[config.mk]
export PLATFORM = sky130hd
export DESIGN_NAME = cbp_serial_subtractor_flat
export DESIGN_NICKNAME = d
export VERILOG_FILES = /design/src/rtl/cbp_serial_subtractor_if.sv /design/src/rtl/cbp_serial_subtractor.sv /design/src/flat_wrapper.sv
export SDC_FILE = /design/constraint.sdc
export NUM_CORES = 1
export LEC_CHECK = 0
export ABC_AREA = 1
export BUFFER_PORTS_ARGS = -buffer_cell sky130_fd_sc_hd__buf_2
export CORE_UTILIZATION = 40
export CTS_CLUSTER_DIAMETER = 100
export CTS_CLUSTER_SIZE = 16
export DETAILED_ROUTE_END_ITERATION = 12
export GPL_ROUTABILITY_DRIVEN = 0
export PLACE_DENSITY = 0.65
export SETUP_SLACK_MARGIN = 0.15
export SLEW_MARGIN = 25
export SYNTH_ARGS = -nofsm -noshare
export SYNTH_HDL_FRONTEND = slang
export SYNTH_SLANG_ARGS = --single-unit
[constraint.sdc]
create_clock -name clk -period 5.1 [get_ports clk]
set_clock_uncertainty 0.05 [all_clocks]
set_input_delay 0.255 -clock clk [delete_from_list [all_inputs] [get_ports clk]]
set_output_delay 0.255 -clock clk [all_outputs]
set_load 0.01 [all_outputs]
[src/rtl/cbp_serial_subtractor_if.sv]
// Start/done handshake and result bus for the serial carry-bypass subtractor.
interface cbp_serial_subtractor_if #(
    parameter int WIDTH = 16,
    parameter int BLOCK = 4
);
    localparam int NBLK = WIDTH / BLOCK;
    localparam int CW   = $clog2(NBLK + 1);

    logic             start;
    logic [WIDTH-1:0] A;
    logic [WIDTH-1:0] B;
    logic             Bin;
    logic             ready;
    logic             busy;
    logic             done;
    logic [WIDTH-1:0] Diff;
    logic             Bout;
    logic             Ovf;
    logic [CW-1:0]    BypassCnt;

    modport master (
        output start, A, B, Bin,
        input  ready, busy, done, Diff, Bout, Ovf, BypassCnt
    );

    modport slave (
        input  start, A, B, Bin,
        output ready, busy, done, Diff, Bout, Ovf, BypassCnt
    );
endinterface

[src/rtl/cbp_serial_subtractor.sv]
// Multi-cycle subtractor: Diff = A - B - Bin, one carry-bypass block per cycle,
// computed as A + ~B + ~Bin with the carry register holding ~borrow.
module cbp_serial_subtractor #(
    parameter int WIDTH = 16,
    parameter int BLOCK = 4
) (
    input logic                   clk,
    input logic                   rst,
    cbp_serial_subtractor_if.slave bus
);
    localparam int NBLK = WIDTH / BLOCK;
    localparam int CW   = $clog2(NBLK + 1);
    localparam int IW   = $clog2(NBLK);

    generate
        if ((WIDTH % BLOCK) != 0 || NBLK < 2) begin : g_bad_params
            $error("cbp_serial_subtractor: WIDTH must be a multiple of BLOCK with WIDTH/BLOCK >= 2");
        end
    endgenerate

    typedef enum logic [1:0] {IDLE, RUN, DONE} state_t;

    state_t           state, state_n;
    logic [WIDTH-1:0] a_q, b_q;
    logic             cy_q;
    logic [IW-1:0]    idx;
    logic [WIDTH-1:0] diff_q;
    logic [CW-1:0]    cnt_q;
    logic             bout_q, ovf_q;

    logic [BLOCK-1:0] a_blk, nb_blk, blk_sum;
    logic             cy, ripple_cout, bypass, blk_cout;
    logic             last, accept;

    assign last   = (idx == IW'(NBLK - 1));
    assign accept = bus.start && (state == IDLE || state == DONE);

    // Block adder: ripple sum for the bits, bypass mux only picks the carry source.
    always_comb begin
        a_blk   = a_q[idx*BLOCK +: BLOCK];
        nb_blk  = ~b_q[idx*BLOCK +: BLOCK];
        cy      = cy_q;
        blk_sum = '0;
        for (int i = 0; i < BLOCK; i++) begin
            blk_sum[i] = a_blk[i] ^ nb_blk[i] ^ cy;
            cy         = (a_blk[i] & nb_blk[i]) | ((a_blk[i] ^ nb_blk[i]) & cy);
        end
        ripple_cout = cy;
        bypass      = &(a_blk ^ nb_blk);
        blk_cout    = bypass ? cy_q : ripple_cout;
    end

    always_ff @(posedge clk) begin
        if (rst) state <= IDLE;
        else     state <= state_n;
    end

    always_comb begin
        state_n = state;
        unique case (state)
            IDLE:    if (bus.start) state_n = RUN;
            RUN:     if (last) state_n = DONE;
            DONE:    state_n = bus.start ? RUN : IDLE;
            default: state_n = IDLE;
        endcase
    end

    always_ff @(posedge clk) begin
        if (rst) begin
            diff_q <= '0;
            cnt_q  <= '0;
            bout_q <= 1'b0;
            ovf_q  <= 1'b0;
            idx    <= '0;
        end else if (accept) begin
            a_q    <= bus.A;
            b_q    <= bus.B;
            cy_q   <= ~bus.Bin;
            idx    <= '0;
            diff_q <= '0;
            cnt_q  <= '0;
            bout_q <= 1'b0;
            ovf_q  <= 1'b0;
        end else if (state == RUN) begin
            diff_q[idx*BLOCK +: BLOCK] <= blk_sum;
            cy_q <= blk_cout;
            idx  <= idx + IW'(1);
            if (bypass) cnt_q <= cnt_q + CW'(1);
            // Final block: carry out is ~borrow, MSB of this block is the result sign.
            if (last) begin
                bout_q <= ~blk_cout;
                ovf_q  <= (a_q[WIDTH-1] != b_q[WIDTH-1]) && (blk_sum[BLOCK-1] != a_q[WIDTH-1]);
            end
        end
    end

    assign bus.ready     = (state == IDLE) || (state == DONE);
    assign bus.busy      = (state == RUN);
    assign bus.done      = (state == DONE);
    assign bus.Diff      = diff_q;
    assign bus.Bout      = bout_q;
    assign bus.Ovf       = ovf_q;
    assign bus.BypassCnt = cnt_q;
endmodule
[src/flat_wrapper.sv]
// flat-port wrapper written by rule: the top's interface ports become plain ports
module cbp_serial_subtractor_flat 
#(
    parameter int WIDTH = 16,
    parameter int BLOCK = 4
)
  (clk, rst, bus_start, bus_A, bus_B, bus_Bin, bus_ready, bus_busy, bus_done, bus_Diff, bus_Bout, bus_Ovf, bus_BypassCnt);
  cbp_serial_subtractor_if #(.WIDTH(WIDTH), .BLOCK(BLOCK)) bus_i ();
  input logic clk;
  input logic rst;
  input wire logic [$bits(bus_i.start)-1:0] bus_start;
  input wire logic [$bits(bus_i.A)-1:0] bus_A;
  input wire logic [$bits(bus_i.B)-1:0] bus_B;
  input wire logic [$bits(bus_i.Bin)-1:0] bus_Bin;
  output wire logic [$bits(bus_i.ready)-1:0] bus_ready;
  output wire logic [$bits(bus_i.busy)-1:0] bus_busy;
  output wire logic [$bits(bus_i.done)-1:0] bus_done;
  output wire logic [$bits(bus_i.Diff)-1:0] bus_Diff;
  output wire logic [$bits(bus_i.Bout)-1:0] bus_Bout;
  output wire logic [$bits(bus_i.Ovf)-1:0] bus_Ovf;
  output wire logic [$bits(bus_i.BypassCnt)-1:0] bus_BypassCnt;
  assign bus_i.start = bus_start;
  assign bus_i.A = bus_A;
  assign bus_i.B = bus_B;
  assign bus_i.Bin = bus_Bin;
  assign bus_ready = bus_i.ready;
  assign bus_busy = bus_i.busy;
  assign bus_done = bus_i.done;
  assign bus_Diff = bus_i.Diff;
  assign bus_Bout = bus_i.Bout;
  assign bus_Ovf = bus_i.Ovf;
  assign bus_BypassCnt = bus_i.BypassCnt;
  cbp_serial_subtractor #(.WIDTH(WIDTH), .BLOCK(BLOCK)) u_core (.clk(clk), .rst(rst), .bus(bus_i));
endmodule
# Word-level counts from Yosys, hierarchy flattened
# Index checks and enable logic that the tools add are counted.
# W data, S select, Z words.
# word_totals
out_inout_bits	24
n_memories	0
wordCells	68
rom_bits	0
latchBits	0
ff_bits	58
mem_bits_rw	0
# classes
n_mul	0
n_mux	8
eq_ne	7
bitwise_logic	25
reduce_logical	12
shift	4
n_lt_le_gt_ge	0
n_addsub	3
div	0
# ops
op	count
$neg A4 Y34	1
$shift A4 B34 Y16 const A	1
$shiftx A4 B34 Y16	1
$shiftx A16 B5 Y4	2
$bwmux W16	1
$and A1 B1 Y1	8
$reduce_and A2 Y1	4
$xor A1 B1 Y1	8
$pmux W2 S3	1
$reduce_and A5 Y1	1
$eq A2 B2 Y1 const B	2
$mux W1	4
$mux W2	2
$not A4 Y4	1
$or A1 B1 Y1	4
$reduce_and A4 Y1	1
$xor A4 B4 Y4	1
$add A3 B1 Y3 const B	1
$not A1 Y1	3
$add A2 B1 Y2 const B	1
$eq A2 B1 Y1 const B	1
$logic_and A1 B1 Y1	2
$logic_not A2 Y1	1
$ne A1 B1 Y1	2
5 further kinds	5

# Depth between registers and ports, before layout
# Gate-level depths: netlist (run 1).
# depth
word_depth	14
ltp_mapped	17
mapped_depth_nobuf	16

# Worst setup path before layout (run 1)
# OpenSTA, ideal clock, no wires.
# synth_timing
path_type	register -> register
from	register u_core.idx[0]
to	register u_core.ovf_q, in the netlist u_core.bus.Ovf
synth_period_minus_slack_ns	2.895
t_arrival_ns	2.728
n_path_buf	1
path_slack_ns	2.205
path_stages_with_launch	18
path_cell_list	dfxtp_1 inv_1 clkbuf_1 nand2_1 nand3_1 nand2_1 inv_1 fa_1 inv_1 fa_1 fa_1 fa_1 inv_1 nor2_1 nand2_1 o21ai_0 nor2_1 nor2_1
# synth_between
elab_chain_len	12
elab_cells_between_ends	21
cone_classes	eq/ne (2); shift (2); bitwise (15); reduce/logical (2)
# synth_lines
element	line_no	rtl
start: declaration	cbp_serial_subtractor.sv:26	logic [IW-1:0] idx;
start signal: assignment	cbp_serial_subtractor.sv:87	idx <= idx + IW'(1);
$shiftx A16 B5 Y4	cbp_serial_subtractor.sv:41	nb_blk = ~b_q[idx*BLOCK +: BLOCK];
$not A4 Y4	cbp_serial_subtractor.sv:41	
$xor A1 B1 Y1	cbp_serial_subtractor.sv:46	cy = (a_blk[i] & nb_blk[i]) | ((a_blk[i] ^ nb_blk[i]) & cy);
$and A1 B1 Y1	cbp_serial_subtractor.sv:46	
$or A1 B1 Y1	cbp_serial_subtractor.sv:46	
$and A1 B1 Y1	cbp_serial_subtractor.sv:46	
$or A1 B1 Y1	cbp_serial_subtractor.sv:46	
$and A1 B1 Y1	cbp_serial_subtractor.sv:46	
$or A1 B1 Y1	cbp_serial_subtractor.sv:46	
$xor A1 B1 Y1	cbp_serial_subtractor.sv:45	blk_sum[i] = a_blk[i] ^ nb_blk[i] ^ cy;
$ne A1 B1 Y1	cbp_serial_subtractor.sv:92	ovf_q <= (a_q[WIDTH-1] != b_q[WIDTH-1]) && (blk_sum[BLOCK-1] != a_q[WIDTH-1]);
$logic_and A1 B1 Y1	cbp_serial_subtractor.sv:92	
end signal: assignment	cbp_serial_subtractor.sv:92	
end: declaration	cbp_serial_subtractor.sv:29	logic bout_q, ovf_q;
# Parallel ways exist; a longest one is shown, timed or not.
# A chain may end at the register's enable or synchronous reset.

# Final worst setup path (run 1)
# Ends and elaborated chain as after synthesis.

==> flow_summary.toml, run 1 <==
[synthesis]
synth_simple_gate_area_frac = 0.2097
synthMuxAreaShare = 0
synth_cells = 284
ys.flop_type = "edfxtp_1"
ys_seq_elements = 58
syn_nets = 335
syn_area_mm2 = 0.002644
ys_warn_count = 0
synth.distinct_cells = 23
avgSynthCellArea_um2 = 9.309
synth_top_family_by_area = "simple AND/OR/NAND/NOR gates"
yosysSeqAreaShare = 0.5641
synth_edf_count = 33
synth_adder_area_share = 0.08235
async_flop_share = 0
synth_compound_gate_area_share = 0.08235
synth-xor-area-share = 0

[setup_path]
path_class = "reg -> reg"
crit_chain = "inv_1, nand2_1, nand3_1, nand2_1, fa_1, inv_1, fa_1, fa_1, fa_1, inv_1, nor2_1, nand2_1, o21ai_0, nor2_1, nor2_1"
required_ns = 5.32
startpoint_type = "register"
critPathSlowestCell = "dfxtp_1"
worst_ep_arrival_time_ns = 4.06
critical-path-max-stage-delay_ns = 0.82
end_kind = "register"
crit_top_cell = "fa_1"
crit_fanout = 25

[placement]
placed_area_mm2 = 0.003018
dpl.cell_count = 415
dp_slack_ns = 1.241
port_buffers = 59
dp_hpwl_mm = 3.800

[sta]
hold-worst-slack_ns = 0.04582
rsz0062_at_grt = "false"
worst_pin_slew_ns = 0.7732
period_share = 0.7527
setup_viol = 0
max_slew_margin = 0.4838
hold_viol = 0
period_minus_slack_ns = 3.839
setup_ws_ns = 1.261
tns_ns = 0
drv_slew = 0
max_freq_mhz = 260.5

[finish]
final_nets = 400
area_delta_synth_final_pct = 21.11
final_common_cell = "buf_2"
final_util = 0.5042
final_cell_mix = "buf_2 (59), nand2_1 (53), nor2_1 (50)"
fin_cells = 431
drive_gt1_frac = 0.2316
n_antenna_cell = 0
final_cell_area_mm2 = 0.003202
n_fill_cell = 601

[floorplanning]
core_mm2 = 0.006350
start_util = 0.4164
die_x_um = 83.30
pin_count = 60
die_h_um = 83.30
dieArea_mm2 = 0.006939
fp-row-count = 29

[routing]
met2_length_mm = 2.434
drtAntennaViolNets = 0
wl_met1_mm = 2.221
drtPass1Iterations = 4
route.met3.wl_um = 339
viasPerCell = 4.694
num_vias = 2023
dr.max_layer_used = "met4"
drt-total-wl_mm = 5.092
wl_per_cell_um = 11.81
drc = 0
drtIter0Drc = 95

[clocking]
htreeDepth = 3
insertion_delay_ns = 0.33
clockRootBuffer = "clkbuf_8"
cts_setup_buffers = 0
clockBufferDepth = 2
cts_buffers = 9
cts.repair.resized = 0
ctsHoldBuffers = 0
cts_sinks = 58
cts_tree = "done"
clk_pin_slew_ns = 0.06

[outcome]
status = "completed"

[pwr]
p_switching_mw = 0.2529
power_density_mw_per_mm2 = 321.3
total_power_mw = 1.029
p_clk_frac = 0.378
p_seq_frac = 0.508
p_int_mw = 0.7757
leakage_nw = 1.447
combPwrFrac = 0.114
sw_frac_of_total = 0.2459
vdd_drop_max_v = 0.0002128

[grt]
grt_pass1_wl_mm = 8.521
grt_max_degree = 33
grt_pass1_vias = 1927
overflow = 0
track_usage = 0.1600
antenna_found_initial = 0

[worst_hold_path]
hp-class = "in -> reg"

[flow_run]
maxCapViolCount = 0
## worst paths after layout
kind	startpoint	to	slack (ns)	cells after the start
worst max-delay path	u_core.idx[0]$_SDFFE_PP0P_	u_core.bus.Ovf$_SDFFE_PP0P_	1.26	15
worst min-delay path	bus_B[3]	u_core.b_q[3]$_DFFE_PP_	0.05	1
worst max register to register	u_core.idx[0]$_SDFFE_PP0P_	u_core.bus.Ovf$_SDFFE_PP0P_	1.26	15
worst min register to register	u_core.bus.Diff[14]$_SDFFE_PP0P_	u_core.bus.Diff[14]$_SDFFE_PP0P_	0.41	2
## power by group through the flow
stage / clock network, mW / registers [mW] / logic [mW]
global route: 0.423 / 0.524 / 0.133
finish: 0.389 / 0.522 / 0.117
floorplan: 0 / 0.529 / 0.0798
global placement: 0 / 0.533 / 0.114
CTS: 0.401 / 0.523 / 0.118
detailed placement: 0 / 0.533 / 0.118
## worst max-delay path, delay by kind of cell (launching register included)
kind	cells	cell delay (ns)
adder cells (fa/ha/maj)	4	1.54
flip-flops	1	0.82
buffers and inverters	3	0.67
AND/OR/NAND/NOR	7	0.64
AO/OA/AOI/OAI	1	0.07
## cells by family (layout without fill, tap and decap cells)
family / after synthesis / in the layout
and+or+nand+nor: 129 / 129
DFF: 58 / 58
buffers and inverters: 42 / 112
AOI/OAI and AO/OA: 40 / 40
adders and majority gates: 15 / 15
## cell type report
type / count / area, um^2 / share of cell area
well taps: 77 / 96.34 / 0.03009
clock buffers: 9 / 123.9 / 0.03869
flip-flops and latches: 58 / 1491 / 0.4658
clock inverters: 7 / 60.06 / 0.01876
inverters: 36 / 135.1 / 0.04220
repair buffers: 60 / 302.8 / 0.09457
multi-input cells: 184 / 992.2 / 0.3099
## sequential cells by signal (all words and copies together), names as in the netlist
register and count:
u_core.cy_q 1, u_core.bus.Ovf 1, u_core.state 2, u_core.a_q 16
u_core.b_q 16, u_core.idx 2, u_core.bus.Bout 1, u_core.bus.BypassCnt 3
u_core.bus.Diff 16
## cell usage after synthesis, drive strengths merged (4+ instances only)
cell    instances  area share
o21ai          21       0.040
fa              4       0.030
dfxtp          25        0.19
nor3            4      0.0076
inv            35       0.050
nand3          14       0.027
nand2          56       0.088
buf             4      0.0076
nor2           52       0.080
ha             11       0.052
a21oi          12       0.023
edfxtp         33        0.37
## metal layers
metal / global-route usage / vias up
met5: 0 / -
met4: 0.07053 / 0
met3: 0.05765 / 10
met2: 0.2705 / 65
met1: 0.1813 / 895
li1: - / 1053
Power figures use the tool's default switching activity.
==> run 2: changes to the inputs <==
--- a/config.mk
+++ b/config.mk
@@ -12,7 +12,7 @@
 export CTS_CLUSTER_SIZE = 16
 export DETAILED_ROUTE_END_ITERATION = 12
 export GPL_ROUTABILITY_DRIVEN = 0
-export PLACE_DENSITY = 0.65
+export PLACE_DENSITY = 0.67
 export SETUP_SLACK_MARGIN = 0.15
 export SLEW_MARGIN = 25
 export SYNTH_ARGS = -nofsm -noshare
==> constraint.sdc (replaced) <==
create_clock -name clk -period 3.45 [get_ports clk]
set_clock_uncertainty 0.05 [all_clocks]
set_input_delay 0.1725 -clock clk [delete_from_list [all_inputs] [get_ports clk]]
set_output_delay 0.1725 -clock clk [all_outputs]
set_load 0.01 [all_outputs]
==> run 2 against run 1 <==
Net effect: combinational power increased by 79%; sequential share of layout area down 4.6 points; critical path depth increased by 1; non-clock buffer count grew 37; via count increased by 7.0%; critical endpoint unchanged; design area increased by 11%; hold slack got worse by 0.025 ns; sequential cell count stayed put.
==> flow_summary.toml, run 2 (synthesis results as in run 1) <==
[setup_path]
required_ns = 3.67
startpoint_type = "register"
r2r_slack_ns = 0.45
crit_fanout = 14
path_class = "reg -> reg"
end_kind = "register"
worst_ep_arrival_time_ns = 3.22

[finish]
final_cell_mix = "buf_2 (59), nand2_1 (53), nor2_1 (50)"
final_common_cell = "buf_2"
seq_area_mm2 = 0.001491
area_delta_synth_final_pct = 34.26
final_nets = 437
multi_input_area_um2 = 992.2
final_util = 0.5590
n_fill_cell = 577
drive_gt1_frac = 0.2154
n_antenna_cell = 0

[floorplanning]
pin_count = 60
die_h_um = 83.30
core_mm2 = 0.006350
die_x_um = 83.30
start_util = 0.4164
dieArea_mm2 = 0.006939
fp-row-count = 29

[clocking]
cts.repair.resized = 0
clockBufferDepth = 2
cts_sinks = 58
cts_tree = "done"
cts_buffers = 9
cts_setup_buffers = 0
htreeDepth = 3
clockRootBuffer = "clkbuf_8"
ctsHoldBuffers = 32
insertion_delay_ns = 0.33
clk_pin_slew_ns = 0.06

[grt]
grt_util_met1 = 0.1983
track_usage = 0.1760
grt_pass1_vias = 2131
grt_max_degree = 33
antenna_found_initial = 0
grt_pass1_wl_mm = 9.342
met2_usage = 0.3018
busiest_layer = "met2"
overflow = 0
grt_util_met3 = 0.05567

[sta]
period_minus_slack_ns = 3.002
drv_slew = 0
tns_ns = 0
rsz0062_at_grt = "false"
hold-worst-slack_ns = 0.02070
hold_viol = 0
period_share = 0.8701
setup_viol = 0
worst_pin_slew_ns = 0.3971
max_slew_margin = 0.7353
setup_ws_ns = 0.4483
max_freq_mhz = 333.1

[routing]
viasPerCell = 4.634
drc = 0
wl_per_cell_um = 12.14
num_vias = 2164
drtAntennaViolNets = 0
drtIter0Drc = 68
drtPass1Iterations = 4
drt-total-wl_mm = 5.669

[pwr]
total_power_mw = 1.547
leakage_nw = 1.600
power_density_mw_per_mm2 = 435.7
vdd_drop_max_v = 0.0003067

[placement]
dp_slack_ns = 0.4386
port_buffers = 59
dp_hpwl_mm = 3.934

[flow_run]
maxCapViolCount = 0

[outcome]
status = "completed"

[worst_hold_path]
hp-class = "in -> reg"
==> run 2: per-stage QoR <==
stage	instance area (um^2)	instances
3_3_place_gp	3055	420
3_5_place_dp	3055	420
4_1_cts	3550	467
5_1_grt	3550	467
2_1_floorplan	2644	284
6_report	3550	467
==> run 2: final timing paths <==
kind | startpoint | to | depth (start not counted)
setup / recovery | u_core.idx[0]$_SDFFE_PP0P_ | u_core.bus.Ovf$_SDFFE_PP0P_ | 16
hold / removal | rst | u_core.state[1]$_SDFFE_PP0P_ | 2
setup reg to reg | u_core.idx[0]$_SDFFE_PP0P_ | u_core.bus.Ovf$_SDFFE_PP0P_ | 16
hold reg to reg | u_core.bus.Diff[13]$_SDFFE_PP0P_ | u_core.bus.Diff[13]$_SDFFE_PP0P_ | 2
==> run 2: worst max-delay path, stage by stage, from the launching register on <==
cell and delay [ns]:
dfxtp_1 0.32, inv_1 0.27, nand2_1 0.10, nand3_1 0.08, nand2_1 0.06, inv_1 0.07
fa_1 0.16, inv_1 0.05, fa_1 0.39, fa_1 0.41, fa_1 0.55, inv_1 0.09
nor2_1 0.10, nand2_1 0.05, o21ai_0 0.06, nor2_1 0.05, nor2_1 0.08
==> run 2: where the power goes <==
part / leakage, nW / total [mW] / switching (mW) / internal, mW
Clock: 0.0886 / 0.568 / 0.248 / 0.321
Combinational: 1.00 / 0.210 / 0.118 / 0.0916
Sequential: 0.509 / 0.768 / 0.0106 / 0.758
==> run 2: area by class of cell <==
cell class,count,area share
Clock buffer,10,0.03595
Clock inverter,5,0.01304
Inverter,36,0.03807
Multi-Input combinational cell,184,0.2795
Sequential cell,58,0.4202
Tap cell,77,0.02714
Timing Repair Buffer,97,0.1861
==> run 2: layer usage <==
| layer | share of wire | vias up |
|---|---|---|
| li1 | - | 1124 |
| met1 | 0.44 | 976 |
| met2 | 0.50 | 57 |
| met3 | 0.045 | 7 |
| met4 | 0.015 | 0 |
| met5 | 0 | - |
==> run 3: changes to the inputs <==
--- a/config.mk
+++ b/config.mk
@@ -5,14 +5,14 @@
 export SDC_FILE = /design/constraint.sdc
 export NUM_CORES = 1
 export LEC_CHECK = 0
-export ABC_AREA = 1
+export ABC_AREA = 0
 export BUFFER_PORTS_ARGS = -buffer_cell sky130_fd_sc_hd__buf_2
 export CORE_UTILIZATION = 40
 export CTS_CLUSTER_DIAMETER = 100
 export CTS_CLUSTER_SIZE = 16
 export DETAILED_ROUTE_END_ITERATION = 12
 export GPL_ROUTABILITY_DRIVEN = 0
-export PLACE_DENSITY = 0.67
+export PLACE_DENSITY = 0.68
 export SETUP_SLACK_MARGIN = 0.15
 export SLEW_MARGIN = 25
 export SYNTH_ARGS = -nofsm -noshare
==> run 3 against run 2 <==
Net effect: wire length shrank 10%; first-iteration DRC count shrank 16%; via count shrank 18%; count of clock-buffer cells in the layout grew 1; worst setup slack lost 0.15 ns.
==> flow_summary.toml, run 3 <==
[pwr]
p_switching_mw = 0.3524
p_seq_frac = 0.503
combPwrFrac = 0.121
leakage_nw = 1.374
total_power_mw = 1.525
p_int_mw = 1.173
power_density_mw_per_mm2 = 451.5
p_clk_frac = 0.376
vdd_drop_max_v = 0.0003287
sw_frac_of_total = 0.2310

[finish]
drive_gt1_frac = 0.3193
fin_cells = 360
final_nets = 332
area_delta_synth_final_pct = 35.61
n_antenna_cell = 0
final_cell_area_mm2 = 0.003378
final_common_cell = "buf_2"
final_cell_mix = "buf_2 (59), edfxtp_1 (33), dlygate4sd3_1 (32)"
final_util = 0.5672

[grt]
antenna_found_initial = 0
grt_pass1_wl_mm = 8.121
track_usage = 0.1763
grt_max_degree = 33
overflow = 0
grt_pass1_vias = 1731

[synthesis]
ys_warn_count = 0
yosys-top-cells-area = "edfxtp_1 (40%), dfxtp_1 (20%), mux4_2 (7.2%), ha_1 (5.5%), a32oi_1 (4.9%)"
yosysSeqAreaShare = 0.5987
synth.top_cell.area_share = 0.3978
ys_seq_elements = 58
synth_edf_count = 33
synth_cells = 180
async_flop_share = 0
synth.most_common_cell = "edfxtp_1"
synth_top_cell_by_area = "edfxtp_1"
synth.distinct_cells = 36
avgSynthCellArea_um2 = 13.84
synth_commonest_cells = "edfxtp_1 (33), dfxtp_1 (25), nor2_1 (17)"
ys.flop_type = "edfxtp_1"
syn_area_mm2 = 0.002491
syn_nets = 231

[setup_path]
required_ns = 3.58
end_kind = "register"
startpoint_type = "register"
r2r_cells = 8
path_class = "reg -> reg"
crit_fanout = 7
worst_ep_arrival_time_ns = 3.29

[placement]
dpl.cell_count = 313
dp_slack_ns = 0.3179
port_buffers = 59
placed_area_mm2 = 0.002883
dp_hpwl_mm = 3.280

[floorplanning]
pin_count = 60
die_h_um = 80.92
start_util = 0.4183
die_x_um = 80.92
core_mm2 = 0.005956
fp-row-count = 28
dieArea_mm2 = 0.006547

[routing]
viasPerCell = 4.953
drtPass1Iterations = 4
drt-total-wl_mm = 5.074
wl_per_cell_um = 14.09
drtAntennaViolNets = 0
drtIter0Drc = 57
drc = 0
num_vias = 1783

[sta]
max_slew_margin = 0.4368
worst_pin_slew_ns = 0.8447
setup_ws_ns = 0.2947
hold-worst-slack_ns = 0.03220
rsz0062_at_grt = "false"
setup_viol = 0
max_freq_mhz = 316.9
drv_slew = 0
tns_ns = 0
period_minus_slack_ns = 3.155
period_share = 0.9146
hold_viol = 0

[clocking]
cts_tree = "done"
clockRootBuffer = "clkbuf_8"
insertion_delay_ns = 0.33
clockBufferDepth = 2
cts_sinks = 58
htreeDepth = 3
clk_pin_slew_ns = 0.06
cts_buffers = 9

[worst_hold_path]
hold_depth = 2
hp-class = "in -> reg"

[flow_run]
maxCapViolCount = 0

[outcome]
status = "completed"
## run 3: kinds of logic (layout without fill, tap and decap cells)
logic type / count (synthesis) / in the layout / synth area share
flops: 58 / 58 / 0.5987
buf+inv: 21 / 126 / 0.03917
compound gates: 29 / 29 / 0.08539
simple gates: 47 / 47 / 0.1090
fa+ha+maj: 15 / 15 / 0.08739
mux: 10 / 10 / 0.08036
## run 3: area by class of cell
cell class              count  area, um^2
fillers                   533        2577
flip-flops and latches     58        1491
multi-input cells         101       904.6
repair buffers             97       660.6
clock buffers              11       131.4
well taps                  75       93.84
inverters                  14       52.55
clock inverters             4       43.79
## run 3: worst paths after layout
| check | end | slack (ns) | from |
|---|---|---|---|
| setup / recovery | u_core.bus.Ovf$_SDFFE_PP0P_ | 0.29 | u_core.idx[0]$_SDFFE_PP0P_ |
| hold / removal | u_core.state[1]$_SDFFE_PP0P_ | 0.03 | rst |
| setup reg to reg | u_core.bus.Ovf$_SDFFE_PP0P_ | 0.29 | u_core.idx[0]$_SDFFE_PP0P_ |
| hold reg to reg | u_core.bus.Diff[12]$_SDFFE_PP0P_ | 0.40 | u_core.bus.Diff[12]$_SDFFE_PP0P_ |
## run 3: critical path, cell delays in order, from the launching register on
cell and delay, ns:
dfxtp_1 0.36, buf_4 0.20, mux4_2 0.55, fa_1 0.46, fa_1 0.40, fa_1 0.47, nor2b_1 0.15, a221oi_1 0.28
nor3_1 0.07
## run 3: power by group through the flow
stage	Combinational (mW)	Sequential (mW)	Clock [mW]
finish	0.185	0.768	0.573
global route	0.205	0.770	0.617
CTS	0.186	0.767	0.591
detailed placement	0.158	0.782	0
global placement	0.157	0.781	0
floorplan	0.0987	0.780	0
## run 3: metal layers
metal | track usage | share of wire | routed length [um] | vias to the layer above
met5 | 0 | 0 | 0 | -
met4 | 0.09107 | 0.018 | 93 | 0
met3 | 0.06292 | 0.058 | 295 | 10
met2 | 0.2941 | 0.49 | 2495 | 56
met1 | 0.1977 | 0.43 | 2190 | 843
li1 | - | - | - | 874
## run 3: timing repair
action	in CTS	in global routing
gates resized for setup	0	0
setup buffers	0	0
endpoints found under the hold margin	32	0
hold buffers	32	0
